===== config.mk =====
export PLATFORM = sky130hd
export DESIGN_NAME = sram_ctrl_async
export DESIGN_NICKNAME = d
export VERILOG_FILES = /design/src/rtl/sram_ctrl_async.sv
export SDC_FILE = /design/constraint.sdc
export NUM_CORES = 1
export LEC_CHECK = 0
export CORE_MARGIN = 2
export CORE_UTILIZATION = 45
export DETAILED_ROUTE_END_ITERATION = 10
export HOLD_SLACK_MARGIN = 0.06
export PLACE_DENSITY = 0.79
export SLEW_MARGIN = 10
export SYNTH_ARGS = -nofsm -noshare
export SYNTH_HDL_FRONTEND = slang
export SYNTH_SLANG_ARGS = --single-unit

===== constraint.sdc =====
create_clock -name clk -period 2.55 [get_ports clk]
set_clock_uncertainty 0.05 [all_clocks]
set_input_delay 0.51 -clock clk [delete_from_list [all_inputs] [get_ports clk]]
set_output_delay 0.51 -clock clk [all_outputs]
set_load 0.005 [all_outputs]

===== src/rtl/sram_ctrl_async.sv =====
// sram_ctrl_async
// Single-clock controller for an asynchronous CMOS SRAM (CE/OE/WE active-low).
// The host side uses a req/ack handshake. Every SRAM pin comes straight from a
// flop, and one 8-bit down-counter times each state.
// The optional write-verify readback is enabled by defining SRAM_WR_VERIFY_EN.
module sram_ctrl_async #(
    parameter int          AW     = 11,
    parameter int          DW     = 8,
    parameter logic [7:0]  T_AS   = 8'd1,
    parameter logic [7:0]  T_WP   = 8'd3,
    parameter logic [7:0]  T_WH   = 8'd1,
    parameter logic [7:0]  T_RD   = 8'd5,
    parameter logic [7:0]  T_TURN = 8'd1
) (
    input  logic          clk,
    input  logic          rst_n,
    input  logic          req,
    input  logic          we,
    input  logic [AW-1:0] addr,
    input  logic [DW-1:0] wdata,
    output logic          ack,
    output logic [DW-1:0] rdata,
    output logic          busy,
    output logic          wr_err,
    output logic [AW-1:0] sram_addr,
    output logic [DW-1:0] sram_dq_o,
    output logic          sram_dq_oe,
    input  logic [DW-1:0] sram_dq_i,
    output logic          sram_ce_n,
    output logic          sram_oe_n,
    output logic          sram_we_n
);

`ifdef SRAM_WR_VERIFY_EN
    localparam bit VERIFY_EN = 1'b1;
`else
    localparam bit VERIFY_EN = 1'b0;
`endif

    // The counter runs from N-1 down to 0, so a state lasts N cycles.
    // A programmed value of 0 is treated as 1.
    localparam logic [7:0] LD_AS   = (T_AS   == 8'd0) ? 8'd0 : T_AS   - 8'd1;
    localparam logic [7:0] LD_WP   = (T_WP   == 8'd0) ? 8'd0 : T_WP   - 8'd1;
    localparam logic [7:0] LD_WH   = (T_WH   == 8'd0) ? 8'd0 : T_WH   - 8'd1;
    localparam logic [7:0] LD_RD   = (T_RD   == 8'd0) ? 8'd0 : T_RD   - 8'd1;
    localparam logic [7:0] LD_TURN = (T_TURN == 8'd0) ? 8'd0 : T_TURN - 8'd1;

    typedef enum logic [2:0] {
        S_IDLE     = 3'd0,
        S_WR_SETUP = 3'd1,
        S_WR_PULSE = 3'd2,
        S_WR_HOLD  = 3'd3,
        S_RD_ACC   = 3'd4,
        S_TURN     = 3'd5
    } state_t;

    state_t        state, state_nxt;
    logic [7:0]    cnt, cnt_nxt;
    logic          vfy, vfy_nxt;
    logic          ack_nxt;
    logic          busy_nxt;
    logic          wr_err_nxt;
    logic [DW-1:0] rdata_nxt;
    logic [AW-1:0] addr_nxt;
    logic [DW-1:0] dq_nxt;
    logic          ce_n_nxt, oe_n_nxt, we_n_nxt, dq_oe_nxt;
    logic          accept;

    // Next-state, counter, latched request and next pin values
    always_comb begin
        state_nxt  = state;
        cnt_nxt    = (cnt == 8'd0) ? 8'd0 : cnt - 8'd1;
        vfy_nxt    = vfy;
        ack_nxt    = 1'b0;
        busy_nxt   = busy;
        wr_err_nxt = wr_err;
        rdata_nxt  = rdata;
        addr_nxt   = sram_addr;
        dq_nxt     = sram_dq_o;
        accept     = 1'b0;

        case (state)
            S_IDLE: begin
                if (req) begin
                    accept = 1'b1;
                end
            end
            S_WR_SETUP: begin
                if (cnt == 8'd0) begin
                    state_nxt = S_WR_PULSE;
                    cnt_nxt   = LD_WP;
                end
            end
            S_WR_PULSE: begin
                if (cnt == 8'd0) begin
                    state_nxt = S_WR_HOLD;
                    cnt_nxt   = LD_WH;
                end
            end
            S_WR_HOLD: begin
                if (cnt == 8'd0) begin
                    state_nxt = S_TURN;
                    cnt_nxt   = LD_TURN;
                    // With readback enabled, the ack is held back until the verify read completes.
                    if (VERIFY_EN) begin
                        vfy_nxt = 1'b1;
                    end else begin
                        ack_nxt = 1'b1;
                    end
                end
            end
            S_RD_ACC: begin
                if (cnt == 8'd0) begin
                    rdata_nxt = sram_dq_i;
                    if (vfy && (sram_dq_i != sram_dq_o)) begin
                        wr_err_nxt = 1'b1;
                    end
                    vfy_nxt   = 1'b0;
                    ack_nxt   = 1'b1;
                    state_nxt = S_TURN;
                    cnt_nxt   = LD_TURN;
                end
            end
            S_TURN: begin
                if (cnt == 8'd0) begin
                    if (vfy) begin
                        state_nxt = S_RD_ACC;
                        cnt_nxt   = LD_RD;
                    end else if (req) begin
                        // The bus is already idle for T_TURN, so a waiting request starts directly.
                        accept = 1'b1;
                    end else begin
                        state_nxt = S_IDLE;
                        busy_nxt  = 1'b0;
                    end
                end
            end
            default: begin
                state_nxt = S_IDLE;
                busy_nxt  = 1'b0;
            end
        endcase

        if (accept) begin
            addr_nxt  = addr;
            dq_nxt    = wdata;
            busy_nxt  = 1'b1;
            state_nxt = we ? S_WR_SETUP : S_RD_ACC;
            cnt_nxt   = we ? LD_AS : LD_RD;
        end

        // The pins follow the state being entered, so they change on the same edge as the state.
        ce_n_nxt  = !((state_nxt == S_WR_SETUP) || (state_nxt == S_WR_PULSE) ||
                      (state_nxt == S_WR_HOLD)  || (state_nxt == S_RD_ACC));
        oe_n_nxt  = (state_nxt != S_RD_ACC);
        we_n_nxt  = (state_nxt != S_WR_PULSE);
        dq_oe_nxt = (state_nxt == S_WR_SETUP) || (state_nxt == S_WR_PULSE) ||
                    (state_nxt == S_WR_HOLD);
    end

    // State register and registered outputs; reset aborts any access immediately
    always_ff @(posedge clk or negedge rst_n) begin
        if (!rst_n) begin
            state      <= S_IDLE;
            cnt        <= 8'd0;
            vfy        <= 1'b0;
            ack        <= 1'b0;
            busy       <= 1'b0;
            wr_err     <= 1'b0;
            rdata      <= '0;
            sram_addr  <= '0;
            sram_dq_o  <= '0;
            sram_dq_oe <= 1'b0;
            sram_ce_n  <= 1'b1;
            sram_oe_n  <= 1'b1;
            sram_we_n  <= 1'b1;
        end else begin
            state      <= state_nxt;
            cnt        <= cnt_nxt;
            vfy        <= vfy_nxt;
            ack        <= ack_nxt;
            busy       <= busy_nxt;
            wr_err     <= wr_err_nxt;
            rdata      <= rdata_nxt;
            sram_addr  <= addr_nxt;
            sram_dq_o  <= dq_nxt;
            sram_dq_oe <= dq_oe_nxt;
            sram_ce_n  <= ce_n_nxt;
            sram_oe_n  <= oe_n_nxt;
            sram_we_n  <= we_n_nxt;
        end
    end

endmodule

==> Word level (Yosys, flattened, before mapping) <==
Cells that the tools add are included.
W data, S select, Z words.
{ "word_totals": {"in_bits": 31, "out_inout_bits": 34, "register_bits": 44, "elab_cells": 60} }
{ "classes": {"eq_ne": 14, "reduce_logical": 11, "n_addsub": 1, "n_mux": 23} }
{ "ops": {"columns": ["cell", "count"], "rows": [
  ["$mux W8", 4],
  ["$mux W3", 8],
  ["$pmux W8 S2", 1],
  ["$pmux W3 S5", 1],
  ["$eq A3 B2 Y1 const B", 4],
  ["$eq A3 B3 Y1 const B", 3],
  ["$ne A3 B3 Y1 const B", 3],
  ["$logic_not A8 Y1", 1],
  ["$sub A8 B1 Y8 const B", 1],
  ["$mux W1", 7],
  ["$eq A3 B1 Y1 const B", 2],
  ["$reduce_or A5 Y1", 1],
  ["$pmux W1 S2", 2],
  ["$logic_not A3 Y1", 1],
  ["$logic_or A1 B1 Y1", 3],
  ["$ne A3 B2 Y1 const B", 1],
  ["$reduce_and A3 Y1", 1],
  ["$reduce_or A3 Y1", 1],
  ["$ne A2 B1 Y1 const B", 1],
  ["$reduce_and A2 Y1", 1],
  ["$reduce_or A2 Y1", 1],
  ["$logic_not A1 Y1", 1]
]} }

==> Longest topological paths before layout <==
{ "logic_depth": {"depth_word": 9, "depth_mapped": 7, "mapped_depth_nobuf": 6} }

==> Worst setup path before layout <==
No wires, ideal clock.
{ "synth_timing": {"path_kind": "reg-to-reg", "start": "register cnt[0]", "end": "register sram_addr[0]", "setup_time_ns": 0.125, "period_less_slack_ns": 1.943, "stages_incl_launch_ff": 8, "arrival_time_ns": 1.768, "path_slack_ns": 0.607, "n_path_buf": 1, "t_required_ns": 2.375, "path_cell_list": "dfrtp_1 > inv_1 > ha_1 > nor4bb_1 > a31oi_1 > nor3b_2 > buf_6 > mux2_2"} }
{ "synth_between": {"elab_chain_len": 3} }
{ "synth_rtl": {"columns": ["element", "line", "text"], "rows": [
  ["start, declared", "58", "logic [7:0] cnt, cnt_nxt;"],
  ["start signal, assigned", "179", "cnt <= cnt_nxt;"],
  ["$logic_not A8 Y1", "125", "if (cnt == 8'd0) begin"],
  ["$mux W1", "125", null],
  ["$pmux W1 S2", "82", "case (state)"],
  ["end signal, assigned", "185", "sram_addr <= addr_nxt;"],
  ["end, declared", "25", "output logic [AW-1:0] sram_addr,"]
]} }
Every way passes these cells.
A chain may end at the register's enable or synchronous reset.

==> Worst setup path in the final report <==
{ "layout_timing": {"start": "register cnt[0]", "end": "register sram_addr[3]"} }
Same word-level chain as after synthesis.

==> reports/qor.yml <==
placement.io_buffers: 63
cts_tree: "done"
drv_slew: 0
hold_depth: 1
leakage_nw: 1.17
initial_core_util: 0.462
grt_use_total: 0.176
min_period_over_period: 0.835
grt_max_degree: 21
place_congestion: 0.838
die_w_um: 70.4
diodes: 0
finish.utilization: 0.644
setup_viol: 0
finalWirelength_um: 3960
cts_sinks: 44
reg2regPathDepth: 7
synthArstFlopShare: 1.00
synth.area.top_cells: "dfrtp_1, mux2_2, dfstp_2, nor2_1, xnor2_1"
numCtsBuffers: 5
drv_cap: 0
netlist_top_cells_count: "dfrtp_1, mux2_2, nor2_1"
ctsHtreeMaxLevel: 2
first_pass_iters: 4
n_fill_cell: 351
cts_max_path_buffers: 2
coreArea_mm2: 0.00429
yosysSeqAreaShare: 0.557
syn-num-nets: 197
critical_path_required_ns: 2.69
hp-class: "reg2reg"
ys_dominant_reg_cell: "dfrtp_1"
synth-edff-count: 0
fp.dieH_um: 70.4
grt-ovfl-total: 0
dpl_cell_area_mm2: 0.00267
postCtsSetupBuffers: 0
syn_avg_cell_area_um2: 12.1
drive_above_1_share: 0.222
p_per_area_mw_per_mm2: 1080
ys_seq_elements: 44
grt_pass1_vias: 1434
antenna_found_initial: 0
synth_top_area_cell: "dfrtp_1"
wl_per_cell_um: 13.9
vias: 1474
design.die.area_mm2: 0.00495
cp-start-kind: "flop"
top_usage_layer: "met2"
cts_resized: 0
ir_drop_uv: 447
numPlacedInstances: 277
ys_warn_count: 0
power.total_mw: 2.99
clkSlewWorstSetupHoldPaths_ns: 0.08
fmax_ghz: 0.470
ys_types: 41
status: "finished clean"
grt.met2_usage: 0.270
crit_fanout: 20
ant_nets: 0
area_delta_synth_final_pct: 39.5
synth.most_common_cell: "dfrtp_1"
timing.final.ws_setup_ns: 0.420
hold_buffers: 1
rsz0062_at_grt: "no"
final_cells: 286
rows: 24
drt_iter0_markers: 23
final_nets: 266
final_area_mm2: 0.00277
clk_latency_ns: 0.30
dpl.hpwl_um: 2910
ctsRootBufferMaster: "clkbuf_8"
viasPerCell: 5.15
hold_violations: 0
crit_path_end_kind: "flop"
groute.layer.met3.usage: 0.0462
crit_type: "reg2reg"
post-place-ws_ns: 0.421
setup_tns_ns: 0
finalCriticalPeriod_ns: 2.13
num_io_pins: 65
grt_pass1_wl_um: 6860
grt_use_met1: 0.240
synthCells: 164
netlist.area_leader.share: 0.518
timing.hold.ws_ns: 0.418
synth_area_mm2: 0.00198
route.detailed.drc: 0
worstPathArrival_ns: 2.27
[kinds of logic after synthesis]
family	share of synthesized area
multiplexers	0.153
adder cells (fa/ha/maj)	0.0126
buffers and inverters	0.0328
flip-flops	0.557
AND/OR/NAND/NOR	0.141
XOR/XNOR	0.0265
AO/OA/AOI/OAI	0.0739
other	0.00189
[per-layer routing]
layer,vias up,part of all wire
li1,712,-
met1,715,0.45
met2,41,0.48
met3,6,0.053
met4,0,0.016
met5,-,0
[cells in the final DEF (no fill, tap or decap), types with 2 or more instances in the layout]
master            n
a21oi_1           5
a22oi_1           2
a31o_2            2
and3_1            2
buf_4             6
clkbuf_8          5
clkdlybuf4s50_1  62
clkinv_2          2
dfrtp_1          41
dfstp_2           3
ha_1              2
inv_1             4
mux2_2           27
nand2_1           8
nand2b_1          3
nand3_1           4
nor2_1           16
nor3_1            4
nor4_1            2
o21ai_0           3
o21bai_1          2
o22ai_1           2
or4_1             2
xnor2_1           4
xor2_1            2
[power by group]
part	internal (mW)	leakage [nW]	switching [mW]	total, mW
clock	0.191	0.0479	0.242	0.433
sequential	1.03	0.531	0.205	1.23
combinational	0.836	0.588	0.486	1.32
[layout make-up]
class	instances	area, um2	area share
timing repair buffer	70	681	0.246
inverter	4	15.0	0.00543
tap	52	65.1	0.0235
clock inverter	3	18.8	0.00679
multi-input combinational	108	812	0.294
clock buffer	5	68.8	0.0249
sequential	44	1100	0.400
[path summary, 6_finish.rpt]
| path | startpoint | to | slack (ns) |
|---|---|---|---|
| min in group asynchronous | rst_n | cnt[4] | 0.54 |
| setup / recovery | cnt[0] | sram_addr[3] | 0.42 |
| setup reg to reg | cnt[0] | sram_addr[3] | 0.42 |
| hold reg to reg | cnt[0] | cnt[0] | 0.42 |
| max in group asynchronous | rst_n | sram_ce_n | 1.34 |
| hold / removal | cnt[0] | cnt[0] | 0.42 |
[critical path, stage by stage, from the launching register on]
cell and delay, ns:
dfrtp_1 0.40, inv_1 0.08, ha_1 0.21, nor4bb_1 0.31
a31oi_1 0.15, nor3b_2 0.16, buf_4 0.28, mux2_2 0.37
[registers in the layout (all words and copies together) (netlist names), 3 cells and up]
name       flops
rdata          8
state          3
cnt            8
sram_dq_o      8
sram_addr     11
(Power assumes the default switching activity.)
==> edit 1 (same settings) <==
Change the localparam `VERIFY_EN` from 1'b0 to 1'b1.
--- a/src/rtl/sram_ctrl_async.sv
+++ b/src/rtl/sram_ctrl_async.sv
@@ -34,7 +34,7 @@
 `ifdef SRAM_WR_VERIFY_EN
     localparam bit VERIFY_EN = 1'b1;
 `else
-    localparam bit VERIFY_EN = 1'b0;
+    localparam bit VERIFY_EN = 1'b1;
 `endif
 
     // The counter runs from N-1 down to 0, so a state lasts N cycles.
Check against the original RTL: not equivalent (Yosys sat finds a counterexample within 10 cycles, from zero or initial values and one cycle with rst_n low).
==> edit 1 against the unedited design <==
Design area increased by 8.8%; clock power grew 22%; area after synthesis grew 9.6%; setup slack got worse by 35 ps; wire length is 19% higher; sequential cell count is 2 higher; die area increased by 9.0%; non-clock buffer count is 2 higher; count of clock-buffer cells in the layout up 1; total power grew 18%.
==> edit 1: results (changes against the unedited design) <==
| Metric | Value |
|---|---|
| Complex-gate fraction of the synthesized area | 0.0806 (+0.00678) |
| R2R cell count | 6 (-1) |
| Mapped Nets | 211 (+7.1%) |
| Placed Area | 0.00290 mm² (+8.6%) |
| Signal buffers | 72 (+2.9%) |
| Worst EP arrival | 2300 ps (+30 ps) |
| Crit path to | sram_dq_oe |
| Sequential cells | 46 (+4.5%) |
| Initial DRC count | 125 (+440%) |
| Fin nets | 284 (+6.8%) |
| Routed len/inst | 15.4 µm (+11%) |
| Wire length reported by the detailed router | 4.70 mm (+19%) |
| Non-CTS inverters | 5 (+1) |
| Routed wl met3 | 183 µm (-13%) |
| Post-synthesis sequential area ratio | 0.532 (-0.0258) |
| Placed cell count | 298 (+7.6%) |
| Fin Hold WS | 89.3 ps (-329 ps) |
| Ranking of synthesized cells by area | dfrtp_1 (50%), mux2_2 (14%), dfstp_2 (3.6%) |
| Lkg Pwr | 1.25 nW (+7.5%) |
| Register area | 0.00115 mm² (+4.5%) |
| Fin crit share | 0.849 (+0.0137) |
| Max FO, Critical Path | 5 (-75%) |
| Met1 wire length | 2.08 mm (+17%) |
| Vias in the first global route | 1553 (+8.3%) |
| Drt pass-1 iters | 4 (unchanged) |
| Final HPWL DP | 3.49 mm (+20%) |
| Status | complete, no violations |
| Gr usage total | 0.181 (+0.00541) |
| Multiplexer share of the synthesized area | 0.149 (-0.00422) |
| Post-Synth XOR/XNOR Area | 0.0605 (+0.0340) |
| Largest net degree at the start of global routing | 22 (+4.8%) |
| Worst hold-check path type | in2async |
| Post-DR vias/cell | 5.31 (+3.0%) |
| Signal buffers share of area | 0.231 (-0.0149) |
| Adder-cell share of the synthesized area | 0.0115 (-0.00111) |
| Global-route wire length before repair | 7.46 mm (+8.7%) |
| Post-cts resize count | 0 (unchanged) |
| Area Overhead vs Synth | 38.5% |
| Multi-In Gates | 121 (+12%) |
| Port bufs | 64 (+1.6%) |
| VDD IR max | 592 µV (+32%) |
| Multi-input gate share of total cell area | 0.319 (+0.0258) |
| ClkCell Share | 0.0366 (+0.00493) |
| # clk buffers | 6 (+1) |
| Met2 wire length | 2.34 mm (+23%) |
| Synth Instances | 178 (+8.5%) |
| Number of fillers in the final layout | 376 (+7.1%) |
## edit 1: cell count changes after synthesis, sizes merged, moves of 3 or more
cell / before / now
xor2: 2 / 9
nor2: 17 / 12
o21ai: 3 / 7
nand2: 8 / 5
nand4: 0 / 3
nor3: 4 / 7
## edit 1: kinds of logic (layout without fill, tap and decap cells)
family,count (synthesis),after routing
simple gates,49,49
flops,46,46
mux,29,29
compound gates,26,26
xor+xnor,15,15
buf+inv,11,85
fa+ha+maj,2,2
## edit 1: where the power goes
| group | switching (mW) | internal (mW) |
|---|---|---|
| logic | 0.621 | 1.01 |
| registers | 0.296 | 1.08 |
| clock network | 0.237 | 0.292 |
## edit 1: critical path: stages, from the launching register on
cell	delay, ps
dfrtp_1	430
inv_1	90
ha_1	170
or4b_4	510
o21ai_0	390
a31oi_1	140
a32o_1	280
## edit 1: routing by layer
layer	vias to the layer above	track usage
met2	49	0.296
met5	-	0
met3	9	0.0384
met1	777	0.240
li1	789	-
met4	0	0.0626
==> edit 2 (config.mk and constraints unchanged) <==
Made on the original files. Take the reset off `rdata` and `sram_addr` and load them in a clocked block of their own.
--- a/src/rtl/sram_ctrl_async.sv
+++ b/src/rtl/sram_ctrl_async.sv
@@ -167,8 +167,6 @@
             ack        <= 1'b0;
             busy       <= 1'b0;
             wr_err     <= 1'b0;
-            rdata      <= '0;
-            sram_addr  <= '0;
             sram_dq_o  <= '0;
             sram_dq_oe <= 1'b0;
             sram_ce_n  <= 1'b1;
@@ -181,8 +179,6 @@
             ack        <= ack_nxt;
             busy       <= busy_nxt;
             wr_err     <= wr_err_nxt;
-            rdata      <= rdata_nxt;
-            sram_addr  <= addr_nxt;
             sram_dq_o  <= dq_nxt;
             sram_dq_oe <= dq_oe_nxt;
             sram_ce_n  <= ce_n_nxt;
@@ -191,4 +187,9 @@
         end
     end
 
+    always_ff @(posedge clk) begin
+        rdata     <= rdata_nxt;
+        sram_addr <= addr_nxt;
+    end
+
 endmodule
Behaviour: not the same (Yosys sat finds a counterexample within 4 cycles, from zero or initial values and one cycle with rst_n low).
==> edit 2 against the unedited design <==
Global-route usage is 1.3 points higher; clock power grew 41%; utilization grew 3.3 points; design area is 3.4% lower; cell count is 9.1% lower; sequential cell count unchanged; critical endpoint is now sram_dq_o[5]; wire length decreased by 0.71%; highest routed layer unchanged; setup slack worse by 310 ps; area after synthesis is 8.6% lower; total power fell by 9.1%; sequential power shrank 8%; count of clock-buffer cells in the layout increased by 1; largest power group is now sequential cells.
==> edit 2: results (changes against the unedited design) <==
| Metric | Value |
|---|---|
| Largest net degree at the start of global routing | 26 (+24%) |
| Drt pass-1 iters | 4 (unchanged) |
| GR Layer Usage met3 | 0.0600 (+0.0138) |
| Vias in the first global route | 1364 (-4.9%) |
| Met1 wire length | 1.58 mm (-11%) |
| Routed wl met3 | 332 µm (+58%) |
| Adder-cell share of the synthesized area | 0.0138 (+0.00120) |
| Routed len/inst | 15.1 µm (+9.2%) |
| Gpl congestion | 0.939 (+12%) |
| Post-Layout Cell Count | 260 (-9.1%) |
| Ranking of synthesized cells by area | edfxtp_1 (32%), dfrtp_1 (30%), mux2_2 (5.0%) |
| Pre-CTS setup slack | 73.6 ps (-347 ps) |
| Lkg Pwr | 1.02 nW (-12%) |
| Initial DRC count | 76 (+230%) |
| Met1 usage | 0.221 (-0.0192) |
| Synth Area per Inst | 13.1 µm² (+8.6%) |
| CP max stage cell | or4bb_4 |
| Distinct cells, synth | 42 (+2.4%) |
| Post-synth EDFFs | 19 (+19) |
| Worst hold-check path type | reg2reg |
| VDD IR max | 388 µV (-13%) |
| Placed cell count | 252 (-9.0%) |
| Gr usage total | 0.190 (+0.0135) |
| Post-Synth XOR/XNOR Area | 0.0290 (+0.00251) |
| Max clock buf depth | 2 (unchanged) |
| Relative slew slack | 0.585 |
| Global-route wire length before repair | 6.22 mm (-9.4%) |
| Post-DR vias/cell | 5.27 (+2.2%) |
| Post-synthesis sequential area ratio | 0.663 (+0.105) |
| Status | complete, no violations |
| Async set-or-reset flop fraction in the synthesized netlist | 0.568 (-0.432) |
| Post-synth top cells | dfrtp_1 (22), edfxtp_1 (19), nor2_1 (19), mux2_2 (8), nand2_1 (8) |
| Layout cells sized above 1 | 0.138 (-0.0841) |
| Fin nets | 242 (-9.0%) |
| Placed Area | 0.00253 mm² (-5.1%) |
| Met2 wire length | 1.99 mm (+4.6%) |
| Final HPWL DP | 3.04 mm (+4.3%) |
| Met2 usage | 0.324 (+0.0538) |
| Crit path largest cell delay | 490 ps (+90 ps) |
| Multiplexer share of the synthesized area | 0.0498 (-0.104) |
| Complex-gate fraction of the synthesized area | 0.101 (+0.0270) |
| Max FO, Critical Path | 20 (unchanged) |
| Mapped Nets | 171 (-13%) |
| Number of fillers in the final layout | 270 (-23%) |
[edit 2: final timing paths]
kind / start / to / slack, ps / cells past startpoint
max: cnt[0] / sram_dq_o[5] / 110 / 7
max reg2reg: cnt[0] / sram_dq_o[5] / 110 / 7
min reg2reg: cnt[0] / cnt[0] / 430 / 1
max in group asynchronous: rst_n / sram_ce_n / 1630 / 2
min: cnt[0] / cnt[0] / 430 / 1
min in group asynchronous: rst_n / sram_dq_o[1] / 520 / 2
[edit 2: where the power goes]
part	total, mW	switching [mW]	internal, mW
Clock	0.612	0.220	0.391
Combinational	0.971	0.422	0.550
Sequential	1.13	0.159	0.974
[edit 2: area by class of cell]
cell class | instances | area [µm²] | area share
clock buffers | 6 | 72.6 | 0.0272
clock inverters | 2 | 60.1 | 0.0225
multi-input cells | 84 | 568 | 0.213
flip-flops and latches | 44 | 1200 | 0.449
well taps | 50 | 62.6 | 0.0234
repair buffers | 69 | 688 | 0.258
inverters | 5 | 18.8 | 0.00703
